File: config.mk
export PLATFORM = sky130hd
export DESIGN_NAME = div_radix2
export DESIGN_NICKNAME = d
export VERILOG_FILES = /design/src/rtl/div_radix2.sv
export SDC_FILE = /design/constraint.sdc
export NUM_CORES = 1
export LEC_CHECK = 0
export BUFFER_PORTS_ARGS = -buffer_cell sky130_fd_sc_hd__buf_2
export CAP_MARGIN = 15
export CORE_UTILIZATION = 40
export CTS_CLUSTER_SIZE = 12
export DETAILED_ROUTE_END_ITERATION = 8
export GPL_TIMING_DRIVEN = 0
export MAX_ROUTING_LAYER = met4
export PLACE_DENSITY_LB_ADDON = 0.2
export SETUP_SLACK_MARGIN = 0.3
export SYNTH_ARGS = -nofsm -noshare
export SYNTH_HDL_FRONTEND = slang
export SYNTH_SLANG_ARGS = --single-unit
File: constraint.sdc
create_clock -name clk -period 9.37 [get_ports clk]
set_clock_uncertainty 0.1 [all_clocks]
set_input_delay 0.937 -clock clk [delete_from_list [all_inputs] [get_ports clk]]
set_output_delay 0.937 -clock clk [all_outputs]
set_load 0.005 [all_outputs]
File: src/rtl/div_radix2.sv
// Multi-cycle restoring radix-2 divider for MIPS DIV/DIVU.
// result_o = {remainder, quotient}, mapping directly onto {HI, LO}.
module div_radix2 #(
    parameter int unsigned WIDTH = 32
) (
    input  logic                 clk,
    input  logic                 rst,
    input  logic                 flush,
    input  logic                 annul_i,
    input  logic                 start_i,
    input  logic                 signed_div_i,
    input  logic [WIDTH-1:0]     opdata1_i,
    input  logic [WIDTH-1:0]     opdata2_i,
    output logic                 ready_o,
    output logic [2*WIDTH-1:0]   result_o
);

    localparam int unsigned CNT_W = (WIDTH > 1) ? $clog2(WIDTH) : 1;

    typedef enum logic [1:0] {
        IDLE    = 2'd0,
        DIVZERO = 2'd1,
        BUSY    = 2'd2,
        DONE    = 2'd3
    } state_e;

    state_e                state_q, state_d;
    logic [CNT_W-1:0]      cnt_q, cnt_d;
    logic [WIDTH-1:0]      dvd_q, dvd_d;
    logic [WIDTH-1:0]      dvs_q, dvs_d;
    logic [WIDTH-1:0]      rem_q, rem_d;
    logic                  neg_quo_q, neg_quo_d;
    logic                  neg_rem_q, neg_rem_d;
    logic                  ready_q, ready_d;
    logic [2*WIDTH-1:0]    result_q, result_d;

    logic                  abort;
    logic                  neg_a, neg_b;
    logic [WIDTH-1:0]      abs_a, abs_b;
    logic [WIDTH:0]        rem_sh, diff;
    logic                  ge;
    logic [WIDTH-1:0]      rem_nxt, quo_nxt;
    logic [WIDTH-1:0]      rem_fix, quo_fix;

    // Operand magnitudes; |most-negative| naturally wraps to the same unsigned pattern.
    always_comb begin
        abort  = flush | annul_i;
        neg_a  = signed_div_i & opdata1_i[WIDTH-1];
        neg_b  = signed_div_i & opdata2_i[WIDTH-1];
        abs_a  = neg_a ? (WIDTH'(0) - opdata1_i) : opdata1_i;
        abs_b  = neg_b ? (WIDTH'(0) - opdata2_i) : opdata2_i;
    end

    // One restoring step: shifted remainder is < 2*divisor, so WIDTH+1 bits suffice.
    always_comb begin
        rem_sh  = {rem_q, dvd_q[WIDTH-1]};
        diff    = rem_sh - {1'b0, dvs_q};
        ge      = ~diff[WIDTH];
        rem_nxt = ge ? diff[WIDTH-1:0] : rem_sh[WIDTH-1:0];
        quo_nxt = {dvd_q[WIDTH-2:0], ge};
        quo_fix = neg_quo_q ? (WIDTH'(0) - quo_nxt) : quo_nxt;
        rem_fix = neg_rem_q ? (WIDTH'(0) - rem_nxt) : rem_nxt;
    end

    always_comb begin
        state_d   = state_q;
        cnt_d     = cnt_q;
        dvd_d     = dvd_q;
        dvs_d     = dvs_q;
        rem_d     = rem_q;
        neg_quo_d = neg_quo_q;
        neg_rem_d = neg_rem_q;
        ready_d   = 1'b0;
        result_d  = result_q;

        case (state_q)
            IDLE: begin
                if (start_i && !abort) begin
                    if (opdata2_i == '0) begin
                        state_d = DIVZERO;
                    end else begin
                        state_d   = BUSY;
                        dvd_d     = abs_a;
                        dvs_d     = abs_b;
                        rem_d     = '0;
                        cnt_d     = '0;
                        neg_quo_d = neg_a ^ neg_b;
                        neg_rem_d = neg_a;
                    end
                end
            end
            DIVZERO: begin
                if (abort) begin
                    state_d = IDLE;
                end else begin
                    state_d  = DONE;
                    ready_d  = 1'b1;
                    result_d = '0;
                end
            end
            BUSY: begin
                if (abort) begin
                    state_d = IDLE;
                end else begin
                    rem_d = rem_nxt;
                    dvd_d = quo_nxt;
                    cnt_d = cnt_q + CNT_W'(1);
                    if (cnt_q == CNT_W'(WIDTH - 1)) begin
                        state_d  = DONE;
                        ready_d  = 1'b1;
                        result_d = {rem_fix, quo_fix};
                    end
                end
            end
            DONE: begin
                state_d = IDLE;
            end
            default: begin
                state_d = IDLE;
            end
        endcase
    end

    always_ff @(posedge clk or posedge rst) begin
        if (rst) begin
            state_q   <= IDLE;
            cnt_q     <= '0;
            dvd_q     <= '0;
            dvs_q     <= '0;
            rem_q     <= '0;
            neg_quo_q <= 1'b0;
            neg_rem_q <= 1'b0;
            ready_q   <= 1'b0;
            result_q  <= '0;
        end else begin
            state_q   <= state_d;
            cnt_q     <= cnt_d;
            dvd_q     <= dvd_d;
            dvs_q     <= dvs_d;
            rem_q     <= rem_d;
            neg_quo_q <= neg_quo_d;
            neg_rem_q <= neg_rem_d;
            ready_q   <= ready_d;
            result_q  <= result_d;
        end
    end

    assign ready_o  = ready_q;
    assign result_o = result_q;

endmodule

==> results.py <==
metrics = {
    "outcome": {
        "outcome": "completed",
    },
    "setup_path": {
        "r2r_slack_ps": 2360,
        "crit_fanout": 10,
        "cp_cell_sequence": "inv_1 -> ha_1 -> fa_1 -> nand2b_1 -> a211oi_4 -> o2111ai_2 -> a2111oi_4 -> o21a_1 -> nor2_4 -> inv_2 -> buf_2 -> buf_2 -> buf_2 -> nor2_1 -> a21oi_1 -> ha_1 -> nand3_1 -> or3_1 -> or4_1 -> a2111o_1 -> o41ai_2 -> xnor2_1 -> o21ai_1",
        "worstReg2RegEnd": "result_o[62]$_DFFE_PP0P_",
        "end_kind": "flop",
        "crit_top_cell": "buf_2",
        "cp_slowest_cell": "a2111oi_4",
        "worst_setup_path_start_kind": "flop",
        "crit_family": "compound AO/OA/AOI/OAI gates",
        "worst_r2r_path_depth": 23,
        "required_ps": 9590,
        "r2r-start": "dvd_q[31]$_DFFE_PP0P_",
        "crit_type": "flop to flop",
        "worstPathArrival_ps": 7220,
        "max_stage_delay_ps": 550,
        "path_buf_inv": 5,
    },
    "sta": {
        "maxSlewViolCount": 0,
        "setup_viol": 0,
        "rsz0062_at_grt": "no",
        "worst_slew_pin_slew_ps": 856,
        "max_freq_mhz": 143,
        "min_period_ps": 7010,
        "finalSetupTns_ps": 0,
        "hold_viol": 0,
        "period_share": 0.748,
        "relSlewSlack": 0.430,
    },
    "route": {
        "ant_nets": 0,
        "routed_wirelength_microns": 38700,
        "dr.pass1.iters": 5,
        "routedWlPerCell_microns": 18.9,
        "drcViolationCount": 0,
        "vias": 11500,
        "drt_iter0_markers": 904,
        "viasPerCell": 5.63,
    },
    "hold_path": {
        "holdPathStages": 2,
        "hold_path_class": "flop to flop",
        "min_to": "result_o[5]$_DFFE_PP0P_",
        "min-delay-start": "result_o[5]$_DFFE_PP0P_",
    },
    "clock_tree": {
        "cts_setup_buffers": 0,
        "clockRootBuffer": "clkbuf_16",
        "cts_resized": 0,
        "clock_sinks": 170,
        "clockBufferDepth": 2,
        "hold_buffers": 0,
        "htree_levels": 4,
        "clk_transition_reported_paths_ps": 80,
        "cts_made_buffers": 17,
        "cts_tree": "built",
        "clock_latency_ps": 440,
    },
    "yosys": {
        "yosysMostFrequentCell": "nand2_1",
        "synth.area.top_cells": "dfrtp_1 36%, o21ai_0 8.7%, nand2_1 7.1%",
        "synth_area_leader_cell": "dfrtp_1",
        "netlist.area_leader.share": 0.357,
        "synth-async-reset-ratio": 1.00,
        "synth_ff_type": "dfrtp_1",
        "avgSynthCellArea_sq_um": 7.98,
        "synth_edf_count": 0,
        "syn_nets": 1603,
        "synth.top_cells.by_count": "226 x nand2_1, 207 x o21ai_0, 170 x dfrtp_1, 124 x a21oi_1, 118 x nor2_1",
        "syn-instance-count": 1491,
        "ys_ff_latch": 170,
        "ys_seq_area_frac": 0.357,
        "syn_area_sq_mm": 0.0119,
        "yosysWarnings": 0,
        "netlist-cell-type-count": 71,
    },
    "run": {
        "cap_violations": 0,
    },
    "global_routing": {
        "grt_overflow": 0,
        "grt_max_degree": 106,
        "grt_pass1_vias": 11000,
        "grt.total_usage": 0.267,
        "antenna_found_initial": 2,
        "grt_pass1_wl_microns": 61400,
    },
    "final_layout": {
        "layout.nets": 1757,
        "layout-drive-gt1-share": 0.118,
        "final_area_sq_mm": 0.0137,
        "fill_cells": 2945,
        "area_delta_synth_final_pct": 15.0,
    },
    "floorplan": {
        "placementRows": 62,
        "die_y_microns": 174,
        "die-area_sq_mm": 0.0304,
        "initial_core_util": 0.410,
        "core_sq_mm": 0.0290,
        "io_pins": 135,
        "die_w_microns": 174,
    },
    "power": {
        "power_uw": 5140,
        "p_per_area_mw_per_mm2": 375,
        "peakVddDrop_uv": 194,
        "p_leak_uw": 0.00616,
    },
    "placement": {
        "dp_hpwl_microns": 30000,
        "globalplace.congestion": 0.927,
        "dpl_cell_area_sq_mm": 0.0131,
        "port_buffers": 134,
    },
}
-- per-stage QoR --
stage / hold slack [ps] / setup slack (ps) / utilization / cells
after CTS: 381 / 2500 / 0.472 / 2042
final: 378 / 2360 / 0.472 / 2043
after detailed placement: 366 / 2560 / 0.451 / 2010
after floorplan: 345 / 3730 / - / 1491
after global placement: 358 / 1500 / 0.450 / 2009
after global routing: 397 / 2080 / 0.472 / 2043
-- per-layer routing --
| metal | GRT usage | vias to the layer above | wire [microns] |
|---|---|---|---|
| met4 | 0.0837 | 0 | 1020 |
| met3 | 0.0352 | 55 | 1950 |
| met1 | 0.373 | 5577 | 18600 |
| met2 | 0.401 | 313 | 17100 |
| li1 | - | 5566 | - |
| met5 | - | - | 0 |
-- how the worst max path moves through the flow --
stage,from,end,cells past startpoint
3_3_place_gp,rst,dvs_q[28]$_DFFE_PP0P_,2
6_report,dvd_q[31]$_DFFE_PP0P_,result_o[62]$_DFFE_PP0P_,23
3_5_place_dp,dvd_q[31]$_DFFE_PP0P_,result_o[62]$_DFFE_PP0P_,23
5_1_grt,dvd_q[31]$_DFFE_PP0P_,result_o[62]$_DFFE_PP0P_,23
2_1_floorplan,rst,cnt_q[0]$_DFFE_PP0P_,1
4_1_cts,dvd_q[31]$_DFFE_PP0P_,result_o[62]$_DFFE_PP0P_,23
-- final cells by class --
cell class / instances / area [sq um] / area share
diodes: 1 / 2.50 / 0.000183
inverters: 60 / 233 / 0.0170
clock inverters: 15 / 175 / 0.0128
clock buffers: 17 / 425 / 0.0311
flip-flops and latches: 170 / 4250 / 0.311
repair buffers: 135 / 698 / 0.0510
plain buffers: 75 / 292 / 0.0213
well taps: 384 / 480 / 0.0351
multi-input cells: 1186 / 7130 / 0.521
-- flip-flops by register name (all words and copies together) (netlist names) --
signal     cells
state_q        2
rem_q         32
dvd_q         32
result_o      64
cnt_q          5
neg_quo_q      1
ready_o        1
dvs_q         32
neg_rem_q      1
-- placed cells by master, fill, tap and decap left out, drive strengths merged, types with 7 or more instances in the layout --
| cell | count |
|---|---|
| a21o | 15 |
| a21oi | 124 |
| a31oi | 16 |
| and3 | 9 |
| buf | 152 |
| clkbuf | 75 |
| clkinv | 7 |
| dfrtp | 170 |
| ha | 41 |
| inv | 67 |
| mux2i | 27 |
| nand2 | 226 |
| nand2b | 12 |
| nand3 | 15 |
| nand4 | 9 |
| nor2 | 119 |
| nor3 | 29 |
| nor4 | 14 |
| o21a | 10 |
| o21ai | 214 |
| o31ai | 33 |
| o41ai | 10 |
| or3 | 25 |
| or4 | 19 |
| xnor2 | 69 |
| xor2 | 74 |
-- worst min-delay path: cells and delay by family (launching register included) --
kind               cells  cell delay [ps]
AOI/OAI and AO/OA      1               60
DFF                    1              340
and+or+nand+nor        1               40
-- cells by family after synthesis --
kind of cell / synth area share
compound gates: 0.231
buf+inv: 0.0434
mux: 0.0246
xor+xnor: 0.105
flops: 0.357
simple gates: 0.193
fa+ha+maj: 0.0448
-- report_power, final --
part           total, uW  internal [uW]  switching [uW]
Clock                736            382             354
Sequential          1140            921             220
Combinational       3260           1150            2110
No activity file was read; power rests on OpenSTA's default activity.
